$ cat src/rtl/drc_frm_pooler.sv
// drc_frm_pooler: pools each 2^SCALE_LOG2 x 2^SCALE_LOG2 block of a raster stream into one pixel (avg or max)
// Latency: 1 cycle from acceptance of a block's last pixel to o_pxl_vld
// Backpressure: i_pxl_rdy = ~o_pxl_vld | o_pxl_rdy; a stalled output register holds the input
//
// Ports:
//   clk, rst                 clock, asynchronous active-high reset
//   cfg_mode                 0 = average, 1 = max; sampled on the first pixel of each frame
//   i_pxl_dat/last/vld/rdy   input raster stream, i_pxl_last marks the final pixel
//   o_pxl_dat/last/vld/rdy   pooled stream, o_pxl_last on the frame's final pooled pixel
//   frm_err                  one-cycle pulse when i_pxl_last disagrees with the frame size
//
// Optional feature: define DRC_POOLER_ROUND_EN to round the average half up instead of
// truncating (accumulator widened by one bit to hold the rounding constant).
module drc_frm_pooler #(
   parameter int PXL_W      = 8,
   parameter int COL_NUM    = 640,
   parameter int ROW_NUM    = 480,
   parameter int SCALE_LOG2 = 1
) (
   input  logic             clk,
   input  logic             rst,
   input  logic             cfg_mode,
   input  logic [PXL_W-1:0] i_pxl_dat,
   input  logic             i_pxl_last,
   input  logic             i_pxl_vld,
   output logic             i_pxl_rdy,
   output logic [PXL_W-1:0] o_pxl_dat,
   output logic             o_pxl_last,
   output logic             o_pxl_vld,
   input  logic             o_pxl_rdy,
   output logic             frm_err
);

`ifdef DRC_POOLER_ROUND_EN
   localparam int ACC_W = PXL_W + 2*SCALE_LOG2 + 1;
`else
   localparam int ACC_W = PXL_W + 2*SCALE_LOG2;
`endif
   localparam int ACC_NUM = COL_NUM >> SCALE_LOG2;
   localparam int COL_W   = $clog2(COL_NUM);
   localparam int ROW_W   = $clog2(ROW_NUM);
   localparam int IDX_W   = (ACC_NUM > 1) ? $clog2(ACC_NUM) : 1;

   logic [COL_W-1:0] col;
   logic [ROW_W-1:0] row;
   logic             mode;

   // One partial result per block column of the current block row
   logic [ACC_W-1:0] acc_mem [ACC_NUM];

   logic             fire;
   logic             at_origin;
   logic             col_end;
   logic             row_end;
   logic             frm_end;
   logic             early_last;
   logic             blk_first;
   logic             blk_last;
   logic             mode_eff;
   logic             emit;
   logic [IDX_W-1:0] idx;
   logic [ACC_W-1:0] acc_rd;
   logic [ACC_W-1:0] pxl_ext;
   logic [ACC_W-1:0] acc_sum;
   logic [ACC_W-1:0] acc_max;
   logic [ACC_W-1:0] acc_nxt;
   logic [PXL_W-1:0] avg_res;
   logic [PXL_W-1:0] res;

   assign i_pxl_rdy  = ~o_pxl_vld | o_pxl_rdy;
   assign fire       = i_pxl_vld & i_pxl_rdy;

   assign at_origin  = (col == '0) && (row == '0);
   assign col_end    = (col == COL_W'(COL_NUM-1));
   assign row_end    = (row == ROW_W'(ROW_NUM-1));
   assign frm_end    = col_end & row_end;
   assign early_last = i_pxl_last & ~frm_end;

   assign blk_first  = (col[SCALE_LOG2-1:0] == '0) && (row[SCALE_LOG2-1:0] == '0);
   assign blk_last   = (&col[SCALE_LOG2-1:0]) & (&row[SCALE_LOG2-1:0]);

   // Pixel (0,0) always starts a block, so the registered mode is only consulted
   // from the second pixel on; using cfg_mode there keeps the first frame coherent.
   assign mode_eff   = at_origin ? cfg_mode : mode;
   assign emit       = fire & blk_last;

   assign idx        = IDX_W'(col >> SCALE_LOG2);
   assign acc_rd     = acc_mem[idx];
   assign pxl_ext    = ACC_W'(i_pxl_dat);
   assign acc_sum    = acc_rd + pxl_ext;
   assign acc_max    = (acc_rd > pxl_ext) ? acc_rd : pxl_ext;

   always_comb begin
      acc_nxt = acc_sum;
      if (blk_first) begin
         acc_nxt = pxl_ext;
      end else if (mode_eff) begin
         acc_nxt = acc_max;
      end
   end

   // The block sum of N*N pixels divided by N*N always fits PXL_W, so the cast
   // only drops bits that are guaranteed zero.
`ifdef DRC_POOLER_ROUND_EN
   assign avg_res = PXL_W'((acc_sum + ACC_W'(1 << (2*SCALE_LOG2-1))) >> (2*SCALE_LOG2));
`else
   assign avg_res = PXL_W'(acc_sum >> (2*SCALE_LOG2));
`endif
   assign res     = mode_eff ? PXL_W'(acc_max) : avg_res;

   // Counters, mode, output register and error pulse
   always_ff @(posedge clk or posedge rst) begin
      if (rst) begin
         col        <= '0;
         row        <= '0;
         mode       <= 1'b0;
         o_pxl_vld  <= 1'b0;
         o_pxl_last <= 1'b0;
         o_pxl_dat  <= '0;
         frm_err    <= 1'b0;
      end else begin
         frm_err <= 1'b0;
         if (fire) begin
            // An early i_pxl_last abandons the frame: partial blocks are simply
            // overwritten by the next frame's first pixels.
            if (frm_end | early_last) begin
               col <= '0;
               row <= '0;
            end else if (col_end) begin
               col <= '0;
               row <= row + 1'b1;
            end else begin
               col <= col + 1'b1;
            end
            if (at_origin) begin
               mode <= cfg_mode;
            end
            frm_err <= early_last | (frm_end & ~i_pxl_last);
         end
         // Input is only accepted when the output slot is free or draining, so an
         // emit can never overwrite an untransferred pixel.
         if (emit) begin
            o_pxl_vld  <= 1'b1;
            o_pxl_dat  <= res;
            o_pxl_last <= frm_end;
         end else if (o_pxl_rdy) begin
            o_pxl_vld  <= 1'b0;
         end
      end
   end

   // Accumulator contents need no reset: each block overwrites on its first pixel
   always_ff @(posedge clk) begin
      if (fire) begin
         acc_mem[idx] <= acc_nxt;
      end
   end

endmodule

$ cat config.mk
export PLATFORM = sky130hd
export DESIGN_NAME = drc_frm_pooler
export DESIGN_NICKNAME = d
export VERILOG_FILES = /design/src/rtl/drc_frm_pooler.sv
export SDC_FILE = /design/constraint.sdc
export NUM_CORES = 2
export LEC_CHECK = 0
export CORE_MARGIN = 5
export CORE_UTILIZATION = 57
export DETAILED_ROUTE_END_ITERATION = 10
export PLACE_DENSITY = 0.73
export RECOVER_POWER = 50
export SETUP_SLACK_MARGIN = 0.3
export SYNTH_ARGS = -nofsm -noshare
export SYNTH_HDL_FRONTEND = slang
export SYNTH_SLANG_ARGS = --single-unit
$ cat constraint.sdc
create_clock -name clk -period 20.6 [get_ports clk]
set_input_delay 3.09 -clock clk [delete_from_list [all_inputs] [get_ports clk]]
set_output_delay 3.09 -clock clk [all_outputs]
set_load 0.005 [all_outputs]
==> out/results.ini <==
[floorplanning]
die_height_um=480
io_pins=26
die_w_um=480
die_area_sq_mm=0.230
coreArea_sq_mm=0.220
start_util_pct=57.2
num_rows=172

[sta]
final-hold-violation-count=0
finalCritPeriodShare_pct=73.6
finalSetupViolCount=0
fin_skew_ns=0.0842
min_period_ns=15.17
relSlewSlack_pct=-114
setup_tns_ns=0
grt_setup_unrepaired=no
slew_violations=332
worst_slew_pin_slew_ns=3.21
fmaxAchievable_ghz=0.0659

[yosys]
yosysWarnings=0
synth_nets=5548
syn_area_sq_mm=0.126
ys_seq_elements=3231
dominantRegCellSynth=edfxtp_1
synth.distinct_cells=64
async_reset_ff_share_pct=0.959
synth_edf_count=3200
yosysSeqAreaShare_pct=77.0
synthMostInstantiatedCell=edfxtp_1
synthTopCellsByCount=edfxtp_1, mux4_2, nor2_1
synth_area_per_cell_sq_um=22.8
synth_area_leaders=edfxtp_1, mux4_2, nor2_1
synth_area_leader_cell=edfxtp_1
syn_inst=5509
netlist.area_leader.share_pct=76.4

[clock_tree]
h-tree-depth=5
cts_tree=yes
cts_root_buf=clkbuf_16
cts_resized=0
hold_buffers=0
clk_pin_slew_ns=0.06
post_cts_buffers=0
clk_path_buf_depth=4
worstSkewPairLatency_ns=0.97
cts_buffers=332
cts_sinks=3231

[critical_path]
path_cells=clkbuf_1 > buf_4 > buf_4 > mux4_2 > mux4_2 > a22oi_1 > a21oi_1 > o32ai_1 > a21oi_1 > inv_1 > ha_1 > inv_1 > a21oi_1 > nor2_1 > o31a_1 > o21a_1 > o22ai_1 > and3_1 > a21o_1 > nand2_1 > o21ai_4 > buf_4 > buf_4 > buf_4
required_ns=21.16
crit_path_start_kind=flip-flop
worstSetupEndpointType=flip-flop
crit_path_max_fanout=97
regToRegSetupSlack_ns=5.43
slowest_delay_ns=2.37
regToRegEndpoint=acc_mem[301][0]
reg2reg_depth=24
cp_slowest_cell=clkbuf_1
criticalPathCategory=reg2reg
r2r-start=col[2]
critical_path.most_common_cell=buf_4
arrival_ns=15.73

[placed_design]
gp_congestion=0.892
hpwlAfterDp_mm=181
place_area_sq_mm=0.130
numPortBuffers=25

[routing]
drt_iter0_markers=9373
dr.pass1.iters=6
num_vias=61000
via_per_inst=6.77
post_drt_wl_per_cell_um=34.9
route.detailed.drc=0
wl_mm=315
antenna_left=0

[hold_path]
min_from=o_pxl_last
min_to=o_pxl_last
holdCritPathClass=reg2reg
hold_depth=2

[run_status]
run_status=finished with violations
violations=capacitance limit, slew limit

[global_routing]
grt_pass1_vias=61200
grt_antenna_before_repair=10
grt_max_degree=285
track_usage_pct=27.6
grt_overflow_total=0
grt_pass1_wl_mm=453

[layout]
syn_to_final_growth_pct=11.0
fin_util_pct=63.5
final_nets=5841
stdcell_area_sq_mm=0.140
drive_above_1_share_pct=25.1
fillers=14200

[power]
p_leak_nw=42.0
clock_power_share_pct=31.3
power_frac_comb_pct=19.5
seqPwrFrac_pct=49.2
p_per_area_mw_per_mm2=129
ir_worst_vdd_v=0.000269
internal_power_mw=13.0
p_sw_mw=5.05
switching_share_pct=28.0

[run]
cap_violations=19

## worst max-delay path, delay by kind of cell, from the launching register on
kind	cells	cell delay, ns
flops	1	2.22
compound gates	10	3.22
fa+ha+maj	1	0.15
simple gates	3	0.85
mux	2	0.92
buf+inv	8	6.94
## registers in the layout, indices dropped and copies added (netlist names)
signal and count:
acc_mem 3200, col 10, row 9, o_pxl_dat 8
frm_err 1, mode 1, o_pxl_last 1, o_pxl_vld 1
## final cells by class
cell class,count,area [sq um],share of cell area [%]
repair buffers,285,1730,1.24
diodes,6,15.0,0.0108
multi-input cells,1924,27100,19.4
flip-flops and latches,3231,96900,69.4
clock buffers,409,8670,6.21
inverters,28,113,0.0807
clock inverters,165,1350,0.964
well taps,2958,3700,2.65
## power groups by stage
stage	combinational, mW	sequential [mW]	clock [mW]
global placement	3.39	9.01	0
global route	3.73	8.89	6.00
CTS	3.52	8.88	5.70
finish	3.52	8.89	5.65
detailed placement	3.52	9.02	0
floorplan	2.06	9.74	0
## worst max-delay path by stage
stage / from / to / slack [ns] / cells after the start
final: col[2] / acc_mem[301][0] / 5.43 / 24
after global routing: col[2] / acc_mem[294][0] / 5.09 / 24
after CTS: col[1] / acc_mem[301][0] / 8.63 / 22
after detailed placement: col[1] / acc_mem[298][0] / 8.68 / 22
after global placement: col[2] / acc_mem[296][0] / 8.68 / 24
after floorplan: col[2] / acc_mem[0][0] / 0.91 / 23
## per-layer routing
metal | track usage, % | share of wire [%]
met2 | 41.3 | 47
met4 | 10.6 | 4.3
met1 | 40.2 | 37
met3 | 6.82 | 12
met5 | 0 | 0.017
## placed cells by master (no fill, tap or decap), types with 12 or more instances in the layout
cell type	synthesis	final
a21oi_1	43	43
a22oi_1	58	54
a31oi_1	13	13
and3_1	12	12
buf_12	0	12
buf_4	43	83
bufinv_16	0	21
clkbuf_1	114	238
clkbuf_16	0	335
clkdlybuf4s50_1	0	13
clkinv_1	0	79
clkinv_2	0	40
clkinvlp_4	0	13
dfrtp_1	31	26
dlygate4sd3_1	0	12
edfxtp_1	3200	3200
ha_1	24	24
inv_1	28	27
mux2i_1	71	71
mux4_2	958	958
nand2_1	118	118
nand3_1	39	39
nor2_1	376	371
nor3_1	17	15
o21ai_0	26	25
o22ai_1	14	14
xor2_1	13	13
## logic make-up after synthesis
family          Yosys count  synth area share (%)
fa+ha+maj                25                 0.255
buf+inv                 354                  1.52
xor+xnor                 18                 0.125
simple gates            610                  2.01
flops                  3231                  77.0
mux                    1039                  17.8
compound gates          232                  1.27
## stage by stage
stage | hold slack, ns | power, mW | setup slack [ns] | std cells
5_1_grt | 0.567 | 18.6 | 5.09 | 9002
3_3_place_gp | 0.471 | 12.4 | 8.68 | 8425
6_report | 0.506 | 18.1 | 5.43 | 9006
4_1_cts | 0.531 | 18.1 | 8.63 | 8999
3_5_place_dp | 0.518 | 12.5 | 8.68 | 8425
2_1_floorplan | 0.467 | 11.8 | 0.912 | 5509
Power figures use the tool's default switching activity.
